`src/rtl/seg_scan_ctrl.sv`:
```
// seg_scan_ctrl: scans four hex digits over one shared segment bus, with blanking, blink and per-digit enables.
// Latency: all outputs registered; captured data is visible BLANK_CYC cycles after upd_ack.
// Backpressure: the requester holds upd_req until upd_ack, which only fires on a frame boundary.
module seg_scan_ctrl #(
    parameter int SLOT_CYC     = 200000,
    parameter int BLANK_CYC    = 2000,
    parameter int BLINK_FRAMES = 64
) (
    input  logic        clk,
    input  logic        rst,
    input  logic        upd_req,
    input  logic [15:0] digits,
    input  logic [3:0]  dp_en,
    input  logic [3:0]  digit_en,
    input  logic [3:0]  blink_en,
    output logic        upd_ack,
    output logic        frame_start,
    output logic [3:0]  an,
    output logic [6:0]  seg,
    output logic        dp
);

    localparam int CW = $clog2(SLOT_CYC);
    localparam int FW = (BLINK_FRAMES > 1) ? $clog2(BLINK_FRAMES) : 1;
    localparam logic [CW-1:0] CYC_LAST = CW'(SLOT_CYC - 1);
    localparam logic [FW-1:0] FRM_LAST = FW'(BLINK_FRAMES - 1);

    typedef enum logic {
        ST_BLANK = 1'b0,
        ST_DRIVE = 1'b1
    } slot_st_e;

    // With no blanking interval the slot starts directly in DRIVE.
    localparam slot_st_e ST_RST = (BLANK_CYC > 0) ? ST_BLANK : ST_DRIVE;

    // cyc/slot/st describe the cycle whose outputs are registered on the coming edge.
    slot_st_e      st, st_nxt;
    logic [CW-1:0] cyc, cyc_nxt;
    logic [1:0]    slot, slot_nxt;
    logic [FW-1:0] frm, frm_nxt;
    logic          blink_ph, blink_ph_nxt;
    logic          started, started_nxt;

    logic [15:0]   sh_dig, sh_dig_nxt;
    logic [3:0]    sh_dp, sh_dp_nxt;
    logic [3:0]    sh_den, sh_den_nxt;
    logic [3:0]    sh_blk, sh_blk_nxt;

    logic          cyc_wrap;
    logic          boundary;
    logic          capture;
    logic          dark;
    logic [3:0]    an_nxt;
    logic [6:0]    seg_nxt;
    logic          dp_nxt;

    function automatic logic [6:0] hex7(input logic [3:0] h);
        case (h)
            4'h0:    hex7 = 7'b1000000;
            4'h1:    hex7 = 7'b1111001;
            4'h2:    hex7 = 7'b0100100;
            4'h3:    hex7 = 7'b0110000;
            4'h4:    hex7 = 7'b0011001;
            4'h5:    hex7 = 7'b0010010;
            4'h6:    hex7 = 7'b0000010;
            4'h7:    hex7 = 7'b1111000;
            4'h8:    hex7 = 7'b0000000;
            4'h9:    hex7 = 7'b0010000;
            4'hA:    hex7 = 7'b0001000;
            4'hB:    hex7 = 7'b0000011;
            4'hC:    hex7 = 7'b1000110;
            4'hD:    hex7 = 7'b0100001;
            4'hE:    hex7 = 7'b0000110;
            default: hex7 = 7'b0001110;
        endcase
    endfunction

    // Slot/frame counters, blink phase and frame-aligned shadow capture.
    always_comb begin
        cyc_wrap     = (cyc == CYC_LAST);
        // Cycle 0 of slot 0 after at least one full frame: the frame-boundary edge.
        boundary     = started && (cyc == '0) && (slot == 2'd0);
        capture      = boundary && upd_req;
        cyc_nxt      = cyc_wrap ? '0 : cyc + CW'(1);
        slot_nxt     = cyc_wrap ? slot + 2'd1 : slot;
        started_nxt  = started | (cyc_wrap && (slot == 2'd3));
        frm_nxt      = frm;
        blink_ph_nxt = blink_ph;
        if (boundary) begin
            if (frm == FRM_LAST) begin
                frm_nxt      = '0;
                blink_ph_nxt = ~blink_ph;
            end else begin
                frm_nxt = frm + FW'(1);
            end
        end
        sh_dig_nxt = capture ? digits   : sh_dig;
        sh_dp_nxt  = capture ? dp_en    : sh_dp;
        sh_den_nxt = capture ? digit_en : sh_den;
        sh_blk_nxt = capture ? blink_en : sh_blk;
        // Decode from the post-capture view so new data is never a frame late.
        dark       = ~sh_den_nxt[slot] | (sh_blk_nxt[slot] & blink_ph_nxt);
    end

    // BLANK/DRIVE next state and the pin values for the current cycle.
    always_comb begin
        st_nxt  = st;
        an_nxt  = 4'hF;
        seg_nxt = 7'h7F;
        dp_nxt  = 1'b1;
        case (st)
            ST_BLANK: begin
                if (int'(cyc_nxt) >= BLANK_CYC) st_nxt = ST_DRIVE;
            end
            ST_DRIVE: begin
                if (cyc_wrap && (BLANK_CYC > 0)) st_nxt = ST_BLANK;
                // Anode stays on even for a dark digit, keeping scan duty constant.
                an_nxt = ~(4'b0001 << slot);
                if (!dark) begin
                    seg_nxt = hex7(sh_dig_nxt[{slot, 2'b00} +: 4]);
                    dp_nxt  = ~sh_dp_nxt[slot];
                end
            end
            default: st_nxt = ST_RST;
        endcase
    end

    // State, shadow and output registers.
    always_ff @(posedge clk) begin
        if (rst) begin
            st          <= ST_RST;
            cyc         <= '0;
            slot        <= 2'd0;
            frm         <= '0;
            blink_ph    <= 1'b0;
            started     <= 1'b0;
            sh_dig      <= 16'h0;
            sh_dp       <= 4'h0;
            sh_den      <= 4'h0;
            sh_blk      <= 4'h0;
            an          <= 4'hF;
            seg         <= 7'h7F;
            dp          <= 1'b1;
            upd_ack     <= 1'b0;
            frame_start <= 1'b0;
        end else begin
            st          <= st_nxt;
            cyc         <= cyc_nxt;
            slot        <= slot_nxt;
            frm         <= frm_nxt;
            blink_ph    <= blink_ph_nxt;
            started     <= started_nxt;
            sh_dig      <= sh_dig_nxt;
            sh_dp       <= sh_dp_nxt;
            sh_den      <= sh_den_nxt;
            sh_blk      <= sh_blk_nxt;
            an          <= an_nxt;
            seg         <= seg_nxt;
            dp          <= dp_nxt;
            upd_ack     <= capture;
            frame_start <= boundary;
        end
    end

endmodule

```
`config.mk`:
```
export PLATFORM = sky130hd
export DESIGN_NAME = seg_scan_ctrl
export DESIGN_NICKNAME = d
export VERILOG_FILES = /design/src/rtl/seg_scan_ctrl.sv
export SDC_FILE = /design/constraint.sdc
export NUM_CORES = 1
export LEC_CHECK = 0
export CELL_PAD_IN_SITES_DETAIL_PLACEMENT = 1
export CELL_PAD_IN_SITES_GLOBAL_PLACEMENT = 1
export CORE_ASPECT_RATIO = 1.25
export CORE_UTILIZATION = 44
export CTS_BUF_LIST = sky130_fd_sc_hd__clkbuf_4 sky130_fd_sc_hd__clkbuf_8
export DETAILED_ROUTE_END_ITERATION = 16
export PLACE_DENSITY = 0.82
export SLEW_MARGIN = 20
export SYNTH_ARGS = -nofsm -noshare
export SYNTH_HDL_FRONTEND = slang
export SYNTH_SLANG_ARGS = --single-unit
```
`constraint.sdc`:
```
create_clock -name clk -period 3.4 [get_ports clk]
set_input_delay 0.68 -clock clk [delete_from_list [all_inputs] [get_ports clk]]
set_output_delay 0.68 -clock clk [all_outputs]
set_load 0.05 [all_outputs]
```
==> results of run 1 <==
==> layout by cell type, fill, tap and decap left out, types with 3 or more instances in the layout <==
cell             netlist  final
clkdlybuf4s50_1        0     44
inv_1                  6      6
nor2b_1                3      3
ha_1                  13     13
mux2i_1               31     31
clkbuf_8               0     10
nor2_1                63     63
mux2_2                 3      3
xor2_1                14     14
dfxtp_1               71     71
buf_4                  0      9
and2_1                 3      3
nand2_1               31     31
o21ai_0                4      4
a21oi_1                4      4
xnor2_1               10     10
nand3_1               15     15
nand4_1                5      5
mux4_2                 7      7
and3_1                 8      8
nand2b_1               3      3
nor4b_4                3      3
nor3_1                 3      3
==> state kept, by name (all words and copies together) (netlist names), 2 cells and up <==
signal / count
cyc: 18
sh_dig: 16
seg: 7
frm: 6
an: 4
sh_blk: 4
sh_den: 4
sh_dp: 4
slot: 2
==> area by class of cell <==
class | instances | area [µm²]
Timing Repair Buffer | 53 | 508
Fill cell | 871 | 3480
Tap cell | 95 | 119
Clock inverter | 6 | 92.6
Sequential cell | 71 | 1420
Inverter | 8 | 30.0
Multi-Input combinational cell | 264 | 1960
Clock buffer | 10 | 138
==> metal layers <==
metal	vias up	share of wire, %
met5	-	0
met4	0	2.4
met3	19	3.2
met2	47	56
met1	1344	39
li1	1338	-
==> worst paths after layout <==
kind	end	slack [ns]	cells past startpoint
worst min register to register	started	0.49	2
worst min-delay path	started	0.49	2
worst max register to register	seg[3]	0.40	10
worst max-delay path	seg[3]	0.40	10
==> cell families after synthesis <==
kind of cell | count (synthesis) | share of synthesized area [%]
compound gates | 32 | 6.57
xor+xnor | 24 | 6.00
fa+ha+maj | 13 | 4.64
buf+inv | 24 | 3.53
flops | 71 | 40.5
mux | 43 | 15.5
simple gates | 152 | 23.2
==> metrics by stage <==
stage / cell area [µm²] / utilization (%) / power (W)
after floorplan: 3510 / - / 0.000882
after global placement: 4040 / 52.1 / 0.000930
after detailed placement: 4040 / 52.1 / 0.000932
after CTS: 4270 / 55.1 / 0.00170
after global routing: 4270 / 55.1 / 0.00175
final: 4270 / 55.1 / 0.00168
==> worst max-delay path, delay by kind of cell (launching register included) <==
family / cells / cell delay [ns]
AO/OA/AOI/OAI: 2 / 0.41
adder cells (fa/ha/maj): 1 / 0.14
buffers and inverters: 2 / 0.42
flip-flops: 1 / 0.37
multiplexers: 2 / 0.85
AND/OR/NAND/NOR: 3 / 0.74
==> power groups by stage <==
| stage | sequential [W] | clock [W] | combinational [W] |
|---|---|---|---|
| after global routing | 0.000839 | 0.000829 | 0.0000793 |
| after detailed placement | 0.000858 | 0 | 0.0000734 |
| after floorplan | 0.000857 | 0 | 0.0000257 |
| after global placement | 0.000858 | 0 | 0.0000716 |
| after CTS | 0.000839 | 0.000786 | 0.0000741 |
| final | 0.000839 | 0.000768 | 0.0000730 |
==> flow_summary.json, run 1 <==
{
  "grt-ovfl-total": 0,
  "synth.cell_area_um2": 3510,
  "clock-sinks": 71,
  "placedCellCount": 491,
  "crit_required_ns": 3.69,
  "slew_viol_final": 0,
  "hp-class": "reg -> reg",
  "power_frac_seq_pct": 49.9,
  "path_clk_slew_ns": 0.08,
  "swShare_pct": 21.9,
  "yosysWarnings": 0,
  "synthTopCellsByArea": "dfxtp_1 (41%), mux2i_1 (8.9%), nor2_1 (6.7%), ha_1 (4.6%), mux4_2 (4.5%)",
  "combPwrFrac_pct": 4.3,
  "p_clk_share_pct": 45.7,
  "dieArea_um2": 8330,
  "path_cells": "inv_1 -> ha_1 -> nor4b_4 -> nand3_4 -> nor2_8 -> buf_4 -> mux4_1 -> mux2_2 -> o211a_2 -> a21bo_1",
  "die_height_um": 102,
  "synth_top_area_share_pct": 40.5,
  "min_period_over_period_pct": 88.4,
  "crit_path_end_kind": "flop",
  "die_x_um": 81.8,
  "gr-usage-all-layers_pct": 23.4,
  "yosys.area.top_type": "dfxtp_1",
  "worst_path_max_delay_cell": "mux4_1",
  "crit_start": "cyc[0]",
  "yosysMostFrequentCell": "dfxtp_1",
  "synth_cell_type_count": 55,
  "met2_usage_pct": 44.0,
  "synthToLayoutAreaGrowth_pct": 21.8,
  "wl_per_cell_um": 17.4,
  "postCtsHoldBufs": 0,
  "n_antenna_cell": 0,
  "clk_path_buf_depth": 2,
  "ys_seq_area_share_pct": 40.5,
  "synth_cells": 359,
  "synth_nets": 403,
  "hold_ws_ns": 0.491,
  "finalSetupTns_ns": 0,
  "route.detailed.drc": 0,
  "synth_area_per_cell_um2": 9.77,
  "cap_violations": 0,
  "status": "completed",
  "relSlewSlack_pct": 66.3,
  "worst_ep_arrival_time_ns": 3.29,
  "ioPinCount": 45,
  "rsz0062_at_grt": "no",
  "synth-seq-cells": 71,
  "path_class": "reg -> reg",
  "crit_path_max_fanout": 17,
  "drt_iter0_markers": 50,
  "power_density_nw_per_um2": 394,
  "clockRootBuffer": "clkbuf_8",
  "start_kind": "flop",
  "fin_nets": 451,
  "row_count": 36,
  "grt_pass1_wl_mm": 14.5,
  "drt_pre_antenna_iters": 4,
  "drive_above_1_share_pct": 12.9,
  "clock_latency_ns": 0.34,
  "gp_congestion": 0.801,
  "synth_common_cells": "dfxtp_1 (71), nor2_1 (63), mux2i_1 (31), nand2_1 (31), nand3_1 (15)",
  "synthArstFlopShare_pct": 0,
  "setup_ws_ns": 0.396,
  "max-vdd-ir-drop_uv": 201,
  "dr_total_vias": 2748,
  "setup_viol": 0,
  "via_per_inst": 5.42,
  "dp_hpwl_mm": 6.56,
  "use_met3_pct": 5.14,
  "drt.antenna.violating_nets": 0,
  "synth_ff_type": "dfxtp_1",
  "grt_max_degree": 46,
  "synth_edf_count": 0,
  "internal_power_w": 0.00131,
  "cts_tree": "yes",
  "p_leak_nw": 1.62,
  "p_sw_w": 0.000368,
  "htree_levels": 3,
  "max_clock_freq_mhz": 333,
  "antenna_found_initial": 0,
  "ctsResizeCount": 0,
  "max_stage_delay_ns": 0.58,
  "first_global_vias": 2999,
  "hold_start": "started",
  "start_util_pct": 45.3,
  "use_met1_pct": 24.4,
  "r2r_start": "cyc[0]",
  "final_cells": 507,
  "hold_violations": 0,
  "tightestPinTransition_ns": 0.503,
  "dp_slack_ns": 0.106,
  "coreArea_um2": 7750,
  "grt_busiest_layer": "met2",
  "cts_setup_buffers": 0,
  "cts_inserted_buffers": 9,
  "fin_skew_ns": 0.0128,
  "fin_crit_ns": 3.00,
  "port_buffers": 44,
  "routed_wl_mm": 8.81
}
(Power assumes the default switching activity.)
==> run 2, diff against run 1 <==
- CAP_MARGIN: unset -> 25
- CORE_UTILIZATION: 44 -> 48
- PLACE_DENSITY: 0.82 -> 0.89
- clock period: 3.4 -> 3.5 ns (I/O delays scaled with it)
==> run 2 against run 1 <==
Via count up 1.2%; final cell count decreased by 1.4%; wire length down 0.15%; design area shrank 1.7%; largest cell class unchanged; highest routed layer unchanged.
==> flow_summary.json, run 2 (synthesized netlist as in run 1, its figures left out) <==
{
  "ioPinCount": 45,
  "hp-class": "reg -> reg",
  "rsz0062_at_grt": "no",
  "synthToLayoutAreaGrowth_pct": 19.7,
  "relSlewSlack_pct": 66.6,
  "hold_start": "started",
  "crit_start": "cyc[0]",
  "layout_common_cells": "dfxtp_1 (71), nor2_1 (63), clkdlybuf4s50_1 (44), mux2i_1 (31), nand2_1 (31)",
  "drt_pre_antenna_iters": 4,
  "max_clock_freq_mhz": 323,
  "path_class": "reg -> reg",
  "start_kind": "flop",
  "coreArea_um2": 7020,
  "fin_crit_ns": 3.10,
  "crit_path_end_kind": "flop",
  "setup_viol": 0,
  "cts_inserted_buffers": 9,
  "row_count": 34,
  "via_per_inst": 5.56,
  "start_util_pct": 49.9,
  "largest_register": "cyc",
  "wl_per_cell_um": 17.6,
  "power_frac_seq_pct": 56.3,
  "routed_wl_mm": 8.79,
  "port_buffers": 44,
  "postCtsHoldBufs": 0,
  "grt_pass1_wl_mm": 14.8,
  "die_height_um": 97.6,
  "combPwrFrac_pct": 4.9,
  "dr_total_vias": 2782,
  "path_cells": "inv_1 -> ha_1 -> nor4b_4 -> nand3_4 -> nor2_8 -> mux2i_1 -> mux4_2 -> inv_1 -> ha_1 -> inv_1 -> nand2_1 -> o22ai_1 -> o31ai_1",
  "hold_violations": 0,
  "fin_skew_ns": 0.00921,
  "p_leak_nw": 1.60,
  "drt.antenna.violating_nets": 0,
  "htree_levels": 3,
  "gr-usage-all-layers_pct": 25.0,
  "p_clk_share_pct": 38.8,
  "worst_ep_arrival_time_ns": 3.36,
  "crit_path_max_fanout": 14,
  "finalSetupTns_ns": 0,
  "hold_ws_ns": 0.495,
  "first_global_vias": 3019,
  "clockRootBuffer": "clkbuf_8",
  "largest_register_ffs": 18,
  "internal_power_w": 0.00112,
  "route.detailed.drc": 0,
  "largestRegisters": "cyc x18, sh_dig x16, seg x7",
  "p_sw_w": 0.000326,
  "grt-ovfl-total": 0,
  "grt_max_degree": 46,
  "clock_latency_ns": 0.35,
  "gp_congestion": 0.822,
  "power.total_w": 0.00145,
  "ctsResizeCount": 0,
  "fin_nets": 452,
  "status": "completed",
  "clock-sinks": 71,
  "antenna_found_initial": 0,
  "swShare_pct": 22.5,
  "layout_commonest_cell": "dfxtp_1",
  "cts_tree": "yes",
  "tightestPinTransition_ns": 0.500,
  "min_period_over_period_pct": 88.5,
  "power_density_nw_per_um2": 345,
  "slew_viol_final": 0,
  "cap_violations": 0,
  "drive_above_1_share_pct": 12.4,
  "path_clk_slew_ns": 0.07,
  "worst_path_max_delay_cell": "mux4_2",
  "n_antenna_cell": 0,
  "max-vdd-ir-drop_uv": 265,
  "r2r_start": "cyc[0]",
  "die_x_um": 78.4,
  "clk_path_buf_depth": 2,
  "crit_required_ns": 3.76,
  "drt_iter0_markers": 120,
  "crit_path_frequent_cell": "inv_1",
  "dieArea_um2": 7650,
  "dp_hpwl_mm": 6.36,
  "max_stage_delay_ns": 0.60,
  "cts_setup_buffers": 0
}
## run 2: cell types whose count changed in the layout (fill, tap and decap cells not counted), sizes merged
cell	delta
buf	+1
clkinvlp	-2
bufinv	-2
clkinv	+1
clkbuf	+1
inv	-1
## run 2: area by class of cell
cell class | count | area [µm²]
fillers | 792 | 2820
multi-input cells | 264 | 1960
flip-flops and latches | 71 | 1420
repair buffers | 54 | 515
clock buffers | 11 | 145
well taps | 90 | 113
inverters | 8 | 30.0
clock inverters | 2 | 10.0
## run 2: power groups by stage
| stage | combinational (W) | clock, W | sequential, W |
|---|---|---|---|
| 4_1_cts | 0.0000713 | 0.000565 | 0.000815 |
| 2_1_floorplan | 0.0000249 | 0 | 0.000832 |
| 3_3_place_gp | 0.0000687 | 0 | 0.000834 |
| 6_report | 0.0000706 | 0.000562 | 0.000815 |
| 3_5_place_dp | 0.0000704 | 0 | 0.000834 |
| 5_1_grt | 0.0000762 | 0.000602 | 0.000815 |
## run 2: path summary, 6_finish.rpt
check | slack [ns] | endpoint | depth (start not counted)
min | 0.49 | started | 2
max reg2reg | 0.40 | seg[0] | 13
min reg2reg | 0.49 | started | 2
max | 0.40 | seg[0] | 13
## run 2: critical path: cells and delay by family, from the launching register on
| kind | cells | cell delay (ns) |
|---|---|---|
| AND/OR/NAND/NOR | 4 | 0.87 |
| multiplexers | 2 | 0.78 |
| flip-flops | 1 | 0.37 |
| adder cells (fa/ha/maj) | 2 | 0.37 |
| buffers and inverters | 3 | 0.33 |
| AO/OA/AOI/OAI | 2 | 0.30 |
## run 2: stage by stage
step                area [µm²]  setup WS, ns  instances  util, %
floorplan                 3510         0.585        359        -
global route              4200         0.203        500     59.8
CTS                       4200         0.406        500     59.8
finish                    4200         0.403        500     59.8
global placement          4040         0.275        487     57.6
detailed placement        4040         0.172        487     57.6
## run 2: routing by layer
| metal | part of all wire, % | global-route usage, % |
|---|---|---|
| met5 | 0 | 0 |
| met4 | 2.0 | 10.3 |
| met3 | 3.8 | 3.47 |
| met2 | 54 | 46.6 |
| met1 | 40 | 27.8 |
